===== config.mk =====
export PLATFORM = sky130hd
export DESIGN_NAME = pc_fetch_sequencer
export DESIGN_NICKNAME = d
export VERILOG_FILES = /design/src/rtl/pc_seq_pkg.sv /design/src/rtl/pc_next_sel.sv /design/src/rtl/pc_fetch_sequencer.sv
export SDC_FILE = /design/constraint.sdc
export NUM_CORES = 1
export LEC_CHECK = 0
export CORE_MARGIN = 3
export CORE_UTILIZATION = 49
export CTS_BUF_LIST = sky130_fd_sc_hd__clkbuf_4
export CTS_CLUSTER_DIAMETER = 80
export DETAILED_ROUTE_END_ITERATION = 8
export GPL_TIMING_DRIVEN = 0
export PLACE_DENSITY_LB_ADDON = 0.05
export SLEW_MARGIN = 25
export SYNTH_ARGS = -nofsm -noshare
export SYNTH_HDL_FRONTEND = slang
export SYNTH_SLANG_ARGS = --single-unit

===== constraint.sdc =====
create_clock -name clk -period 3.3 [get_ports clk]
set_input_delay 0.495 -clock clk [delete_from_list [all_inputs] [get_ports clk]]
set_output_delay 0.495 -clock clk [all_outputs]
set_load 0.1 [all_outputs]

===== src/rtl/pc_seq_pkg.sv =====
// pc_seq_pkg: shared definitions for the PC fetch sequencer.
//   state_t     - FSM encoding (BOOT, FETCH, HOLD)
//   INSTR_BYTES - sequential PC increment
//   ALIGN_MASK  - low PC bits that must be zero for a legal target
package pc_seq_pkg;

    typedef enum logic [1:0] {
        BOOT  = 2'd0,
        FETCH = 2'd1,
        HOLD  = 2'd2
    } state_t;

    localparam int         INSTR_BYTES = 4;
    localparam logic [1:0] ALIGN_MASK  = 2'b11;

endpackage


===== src/rtl/pc_next_sel.sv =====
// pc_next_sel: combinational next-PC priority mux.
//   fetch_pc       in   current fetch address
//   trap           in   exception/interrupt (highest priority)
//   redirect_valid in   branch/jump taken
//   redirect_pc    in   branch/jump target
//   next_pc        out  selected next fetch address
//   flush          out  trap or redirect present (sequential flow broken)
//   misalign       out  redirect target misaligned and not masked by trap
module pc_next_sel
    import pc_seq_pkg::*;
#(
    parameter int              XLEN     = 32,
    parameter logic [XLEN-1:0] TRAP_VEC = 32'h0000_0100
) (
    input  logic [XLEN-1:0] fetch_pc,
    input  logic            trap,
    input  logic            redirect_valid,
    input  logic [XLEN-1:0] redirect_pc,
    output logic [XLEN-1:0] next_pc,
    output logic            flush,
    output logic            misalign
);

    logic target_bad;
    assign target_bad = |(redirect_pc[1:0] & ALIGN_MASK);

    always_comb begin
        next_pc  = fetch_pc + XLEN'(INSTR_BYTES);  // wraps modulo 2^XLEN
        flush    = trap | redirect_valid;
        misalign = 1'b0;
        if (trap) begin
            next_pc = TRAP_VEC;
        end else if (redirect_valid) begin
            // A misaligned target is steered to the trap vector
            next_pc  = target_bad ? TRAP_VEC : redirect_pc;
            misalign = target_bad;
        end
    end

endmodule


===== src/rtl/pc_fetch_sequencer.sv =====
// pc_fetch_sequencer: PC register and imem fetch handshake sequencer.
//   clk, rst          clock, async active-high reset
//   stall_i           downstream not ready; hold pc/valid
//   redirect_valid_i  branch/jump taken, target redirect_pc_i
//   trap_i            exception/interrupt, highest priority
//   imem_req_o        fetch request, held until imem_ack_i
//   imem_addr_o       fetch address, stable while imem_req_o=1
//   imem_ack_i        imem accepted request and returned instruction
//   pc_o, pc_valid_o  PC presented to decode and its valid flag
//   misalign_o        one-cycle pulse on a misaligned redirect target
module pc_fetch_sequencer
    import pc_seq_pkg::*;
#(
    parameter int              XLEN      = 32,
    parameter logic [XLEN-1:0] RESET_VEC = 32'h0000_0000,
    parameter logic [XLEN-1:0] TRAP_VEC  = 32'h0000_0100
) (
    input  logic            clk,
    input  logic            rst,
    input  logic            stall_i,
    input  logic            redirect_valid_i,
    input  logic [XLEN-1:0] redirect_pc_i,
    input  logic            trap_i,
    output logic            imem_req_o,
    output logic [XLEN-1:0] imem_addr_o,
    input  logic            imem_ack_i,
    output logic [XLEN-1:0] pc_o,
    output logic            pc_valid_o,
    output logic            misalign_o
);

    state_t          state;
    logic [XLEN-1:0] fetch_pc;
    logic [XLEN-1:0] pend_pc;
    logic            pend;

    logic [XLEN-1:0] next_pc;
    logic            flush;
    logic            sel_misalign;

    pc_next_sel #(.XLEN(XLEN), .TRAP_VEC(TRAP_VEC)) u_next_sel (
        .fetch_pc      (fetch_pc),
        .trap          (trap_i),
        .redirect_valid(redirect_valid_i),
        .redirect_pc   (redirect_pc_i),
        .next_pc       (next_pc),
        .flush         (flush),
        .misalign      (sel_misalign)
    );

    // The request address is the fetch_pc register itself, so it cannot
    // move while a request is outstanding: fetch_pc only changes on ack.
    assign imem_addr_o = fetch_pc;

    always_ff @(posedge clk or posedge rst) begin
        if (rst) begin
            state      <= BOOT;
            fetch_pc   <= RESET_VEC;
            pend_pc    <= RESET_VEC;
            pend       <= 1'b0;
            pc_o       <= RESET_VEC;
            pc_valid_o <= 1'b0;
            imem_req_o <= 1'b0;
            misalign_o <= 1'b0;
        end else begin
            misalign_o <= sel_misalign;
            case (state)
                BOOT: begin
                    if (flush) fetch_pc <= next_pc;
                    state      <= FETCH;
                    imem_req_o <= 1'b1;
                end
                FETCH: begin
                    if (!imem_ack_i) begin
                        pc_valid_o <= 1'b0;
                        // Remember the newest target; the live request stays put
                        if (flush) begin
                            pend    <= 1'b1;
                            pend_pc <= next_pc;
                        end
                    end else if (flush) begin
                        // Coincident flush wins over any older pending target
                        pc_valid_o <= 1'b0;
                        fetch_pc   <= next_pc;
                        pend       <= 1'b0;
                    end else if (pend) begin
                        pc_valid_o <= 1'b0;
                        fetch_pc   <= pend_pc;
                        pend       <= 1'b0;
                    end else if (stall_i) begin
                        pc_o       <= fetch_pc;
                        pc_valid_o <= 1'b1;
                        imem_req_o <= 1'b0;
                        state      <= HOLD;
                    end else begin
                        pc_o       <= fetch_pc;
                        pc_valid_o <= 1'b1;
                        fetch_pc   <= next_pc;
                    end
                end
                HOLD: begin
                    // Flush overrides stall; otherwise resume at the sequential pc
                    if (flush || !stall_i) begin
                        pc_valid_o <= 1'b0;
                        fetch_pc   <= next_pc;
                        imem_req_o <= 1'b1;
                        state      <= FETCH;
                    end
                end
                default: begin
                    state      <= BOOT;
                    imem_req_o <= 1'b0;
                end
            endcase
        end
    end

endmodule


======== Yosys cells after proc, flatten, opt, wreduce, memory -nomap -nowiden ========
Cells that the tools add are included.
storage, ports and cells
  output and inout port bits .............. 67
  flip-flop bits (word level) ............. 102
  input port bits ......................... 38
cells by class
  reduce and logical (&&, ||, !) cells .... 13
  equal/unequal tests ..................... 9
  bitwise logic cells ..................... 4
  mux-type cells .......................... 31
  $add $sub $neg .......................... 1
operators with widths
  kind                                                  count
  2-to-1 mux 32 bit                                     9
  one-hot mux 32 bit (3 select lines)                   1
  adder 32 x 3 -> 32 bit (second input constant)        1
  2-to-1 mux 1 bit                                      13
  inequality test 2 bit (second input constant)         6
  2-to-1 mux 2 bit                                      5
  AND reduction 5 bit                                   2
  one-hot mux 2 bit (3 select lines)                    1
  inequality test 4 bit (second input constant)         1
  AND reduction 2 bit                                   2
  AND reduction 4 bit                                   1
  nonzero test 2 bit                                    2
  NOT 1 bit                                             3
  one-hot mux 1 bit (3 select lines)                    1
  AND reduction 3 bit                                   1
  nonzero test 3 bit                                    1
  equality test 2 x 1 -> 1 bit (second input constant)  1
  equality test 2 bit (second input constant)           1
  zero test 2 bit                                       1
  one-hot mux 1 bit (2 select lines)                    1
  OR reduction 2 bit                                    1
  zero test 1 bit                                       1
  logical OR 1 bit                                      1
  OR 1 bit                                              1

======== Depth between registers and ports, before layout ========
  depth in word-level cells ............... 9
  depth in mapped cells ................... 10
  gate-level depth less buffers ........... 7

======== Modules after synthesis ========
A second synthesis with hierarchy kept.
second synthesis, totals
  cell total of the unflattened synthesis .. 462
  area, all modules ....................... 5660.4 µm²
by module, submodules not included
  module              area an instance (µm²)  times used  cells an instance
  pc_fetch_sequencer  4493.1                  1           276
  pc_next_sel         1167.4                  1           186

======== Worst setup path after synthesis ========
Ideal clock, no wire load.
  path type ............................... flip-flop to flip-flop
  start point ............................. register fetch_pc[2], in the netlist imem_addr_o[2]
  end point ............................... register fetch_pc[26], in the netlist imem_addr_o[26]
  clock period less this slack ............ 2.820 ns
  slack ................................... 0.480 ns
  data arrival time ....................... 2.741 ns
  path buffers ............................ 1
  setup time .............................. 0.078 ns
  cell stages (with the launch flop) ...... 8
  cells stage by stage .................... dfrtp_1 > ha_1 > and3_1 > buf_4 > nand2_2 > o41a_1 > or4_1 > a21oi_1
between the ends
  word-level cells in the longest chain between the ends .. 8
  elaborated cells between the ends (all ways) .. 10
RTL lines
  element                                  line                      source
  from (decl)                              pc_fetch_sequencer.sv:33  logic [XLEN-1:0] fetch_pc;
  from (signal assigned)                   pc_fetch_sequencer.sv:69  if (flush) fetch_pc <= next_pc;
  from (signal assigned)                   pc_fetch_sequencer.sv:84  fetch_pc <= next_pc;
  from (signal assigned)                   pc_fetch_sequencer.sv:88  fetch_pc <= pend_pc;
  adder 32 x 3 -> 32 bit (*)               pc_next_sel.sv:28         next_pc = fetch_pc + XLEN'(INSTR_BYTES);
  2-to-1 mux 32 bit (*)                    pc_next_sel.sv:33         end else if (redirect_valid) begin
  2-to-1 mux 32 bit (*)                    pc_next_sel.sv:31         if (trap) begin
  2-to-1 mux 32 bit                        pc_fetch_sequencer.sv:90  end else if (stall_i) begin
  2-to-1 mux 32 bit                        pc_fetch_sequencer.sv:86  end else if (pend) begin
  2-to-1 mux 32 bit                        pc_fetch_sequencer.sv:81  end else if (flush) begin
  2-to-1 mux 32 bit                        pc_fetch_sequencer.sv:74  if (!imem_ack_i) begin
  one-hot mux 32 bit (3 select lines) (*)  pc_fetch_sequencer.sv:67  case (state)
Every way passes the cells marked *; elsewhere a longest branch is shown, timed or not. The select of a mux whose other input is x is not followed.
A chain may end at the register's enable or synchronous reset.

======== Worst setup path in the final report ========
  start point ............................. register state[1]
  end point ............................... register fetch_pc[16], in the netlist imem_addr_o[16]
between the ends
  word-level cells in the longest chain between the ends .. 3
  elaborated cells between the ends (all ways) .. 10
RTL lines
  element                                                         line                      source
  from (decl)                                                     pc_fetch_sequencer.sv:32  state_t state;
  from (signal assigned)                                          pc_fetch_sequencer.sv:57  state <= BOOT;
  from (signal assigned)                                          pc_fetch_sequencer.sv:70  state <= FETCH;
  from (signal assigned)                                          pc_fetch_sequencer.sv:94  state <= HOLD;
  equality test 2 x 1 -> 1 bit (tied with other cells)            pc_fetch_sequencer.sv:67
  inequality test 4 bit (no source line) (tied with other cells)  n/a
  AND reduction 5 bit (no source line)                            n/a
Parallel ways exist; a longest one is shown, timed or not.

==> results.json <==
{
  "clock_latency_ps": 480,
  "antenna_found_initial": 0,
  "start_kind": "flip-flop",
  "crit_arrival_ps": 3380,
  "drt-total-wl_mm": 17.1,
  "p_leak_nw": 2.75,
  "cp.buffers_inverters": 4,
  "postCtsSetupBuffers": 0,
  "drc": 0,
  "io_buffers": 104,
  "clkTransAtPathRegs_ps": 140,
  "n_fill_cell": 895,
  "finalCritPeriodShare_pct": 91.1,
  "via_per_inst": 6.17,
  "fmax_ghz": 0.333,
  "areaGrowthSynthToFinish_pct": 25.9,
  "core_area_um2": 10400,
  "max_stage_delay_ps": 640,
  "yosys_warnings": 0,
  "numPlacedInstances": 810,
  "mostFrequentLayoutCells": "clkdlybuf4s50_1 (104), dfrtp_1 (101), nand2_1 (90)",
  "cts_sinks": 101,
  "worstMarginPinSlew_ps": 981,
  "synth.distinct_cells": 54,
  "crit_path_top_delay_cell": "clkbuf_1",
  "synth_edf_count": 0,
  "io_pins": 105,
  "stdcell_count": 826,
  "seqCellArea_um2": 2530,
  "async_flop_share_pct": 100,
  "synth_cells": 569,
  "drive_above_1_share_pct": 11.0,
  "multi_input_area_um2": 2560,
  "placed_cell_area_um2": 6550,
  "gr-usage-all-layers_pct": 28.7,
  "rows": 37,
  "drt_iter0_drc": 355,
  "hold_violations": 0,
  "critPathMaxFanout": 10,
  "grt_pass1_wl_mm": 26.3,
  "cts_buffer_depth": 2,
  "cts_tree": "done",
  "antennaDiodeCount": 0,
  "cts_made_buffers": 9,
  "overflow": 0,
  "dpl.hpwl_mm": 12.0,
  "die_x_um": 110,
  "ctsRootBufferMaster": "clkbuf_4",
  "synth_area_um2": 5310,
  "die_h_um": 110,
  "required_ps": 3680,
  "design_area_um2": 6690,
  "seq_area_frac_synth_pct": 47.6,
  "syn-num-nets": 611,
  "nets": 727,
  "outcome": "completed",
  "grt_setup_unrepaired": "no",
  "ant_nets": 0,
  "cts.htree.levels": 3,
  "cp-end-kind": "flip-flop",
  "fin_worst_skew_ps": 27.5,
  "finalSetupTns_ps": 0,
  "dieArea_um2": 12100,
  "mostFrequentLayoutCell": "clkdlybuf4s50_1",
  "crit_path_frequent_cell": "clkbuf_1",
  "drv_slew": 0,
  "power_mw": 7.41,
  "drv_cap": 0,
  "synth-seq-cells": 101,
  "vdd_drop_max_uv": 714,
  "synth_flop_cell": "dfrtp_1",
  "crit_chain": "inv_1 > ha_1 > clkbuf_1 > and2_1 > and2_1 > clkbuf_1 > clkbuf_1 > nand2_1 > o221ai_1",
  "gp_congestion": 0.935,
  "holdBufCountCts": 0,
  "wl_per_cell_um": 20.7,
  "vias": 5093,
  "grt_max_degree": 68,
  "first_pass_iters": 5,
  "setup_viol": 0,
  "max_slew_margin_pct": 34.4,
  "cp_top_family": "buffers and inverters",
  "first_global_vias": 4863,
  "power_density_nw_per_um2": 1110,
  "synth_area_per_cell_um2": 9.33,
  "start_util_pct": 51.0,
  "hp-class": "in -> async",
  "period_needed_ps": 3010,
  "critical_path_class": "reg -> reg",
  "cts.repair.resized": 0
}
## cells in the mapped netlist (all sizes together), types with 3 or more instances
cell type    n  area share, %
dfrtp      101             48
nand2       91            6.5
o21ai       49            4.6
a21oi       41            3.9
mux2        34            7.2
nor2        28            2.0
clkbuf      27            1.9
nand3       19            1.8
nand4       18            2.4
buf         16            1.6
nor3        13            1.2
o221ai      12            2.1
inv         10           0.71
xnor2        9            1.5
and3         8           0.94
o211ai       8            1.1
and2         7           0.82
a31oi        6           0.71
o31ai        6           0.85
or4          6           0.92
and4         5           0.92
or3          5           0.59
a21o         4           0.57
ha           4           0.94
nor4         4           0.47
o41ai        4           0.66
a32oi        3           0.49
mux2i        3           0.57
nor3b        3           0.42
o21a         3           0.42
## registers in the layout, summed over array words and instances, names as in the netlist
| signal | flops |
|---|---|
| pc_o | 32 |
| pend_pc | 32 |
| pend | 1 |
| pc_valid_o | 1 |
| misalign_o | 1 |
| state | 2 |
| imem_addr_o | 32 |
## path summary, 6_finish.rpt
kind / from / end / slack, ps / cells past startpoint
worst max register to register: state[1] / imem_addr_o[16] / 290 / 9
worst max-delay path: state[1] / imem_addr_o[16] / 290 / 9
max in group asynchronous: rst / imem_addr_o[16] / 2290 / 3
worst min register to register: pend_pc[25] / pend_pc[25] / 500 / 2
min in group clk: pend_pc[25] / pend_pc[25] / 500 / 2
worst min-delay path: rst / state[0] / 370 / 2
## where the power goes
part | leakage [nW] | internal, mW | switching, mW
Clock | 0.0743 | 0.244 | 0.415
Sequential | 1.33 | 1.70 | 0.428
Combinational | 1.35 | 1.12 | 3.51
## layer usage
metal	share of wire, %	track usage, %
met3	8.6	5.47
met5	0	0
met2	47	47.2
met4	1.7	8.09
met1	42	39.0
## layout make-up
type,count,share of cell area (%)
buffer,43,2.75
clock buffer,11,1.23
clock inverter,5,0.767
inverter,10,0.636
multi-input combinational,415,38.3
sequential,101,37.8
tap,136,2.54
timing repair buffer,105,16.0
## worst register-to-register path, stage by stage (launching register included)
cell,delay [ps]
dfrtp_1,430
inv_1,110
ha_1,150
clkbuf_1,290
and2_1,310
and2_1,170
clkbuf_1,480
clkbuf_1,640
nand2_1,130
o221ai_1,210
## kinds of logic (layout without fill, tap and decap cells)
family | after synthesis | count (layout) | synth area share [%]
xor+xnor | 11 | 11 | 1.81
flops | 101 | 101 | 47.6
fa+ha+maj | 4 | 4 | 0.943
buf+inv | 53 | 174 | 4.17
simple gates | 216 | 216 | 20.3
compound gates | 147 | 147 | 17.4
mux | 37 | 37 | 7.78
## stage by stage
stage	hold WS (ps)	util (%)	setup slack, ps
2_1_floorplan	435	-	158
3_3_place_gp	452	62.6	-1400
3_5_place_dp	462	62.9	33.4
4_1_cts	371	64.2	436
5_1_grt	380	64.2	175
6_report	373	64.2	295
Power figures use the tool's default switching activity.
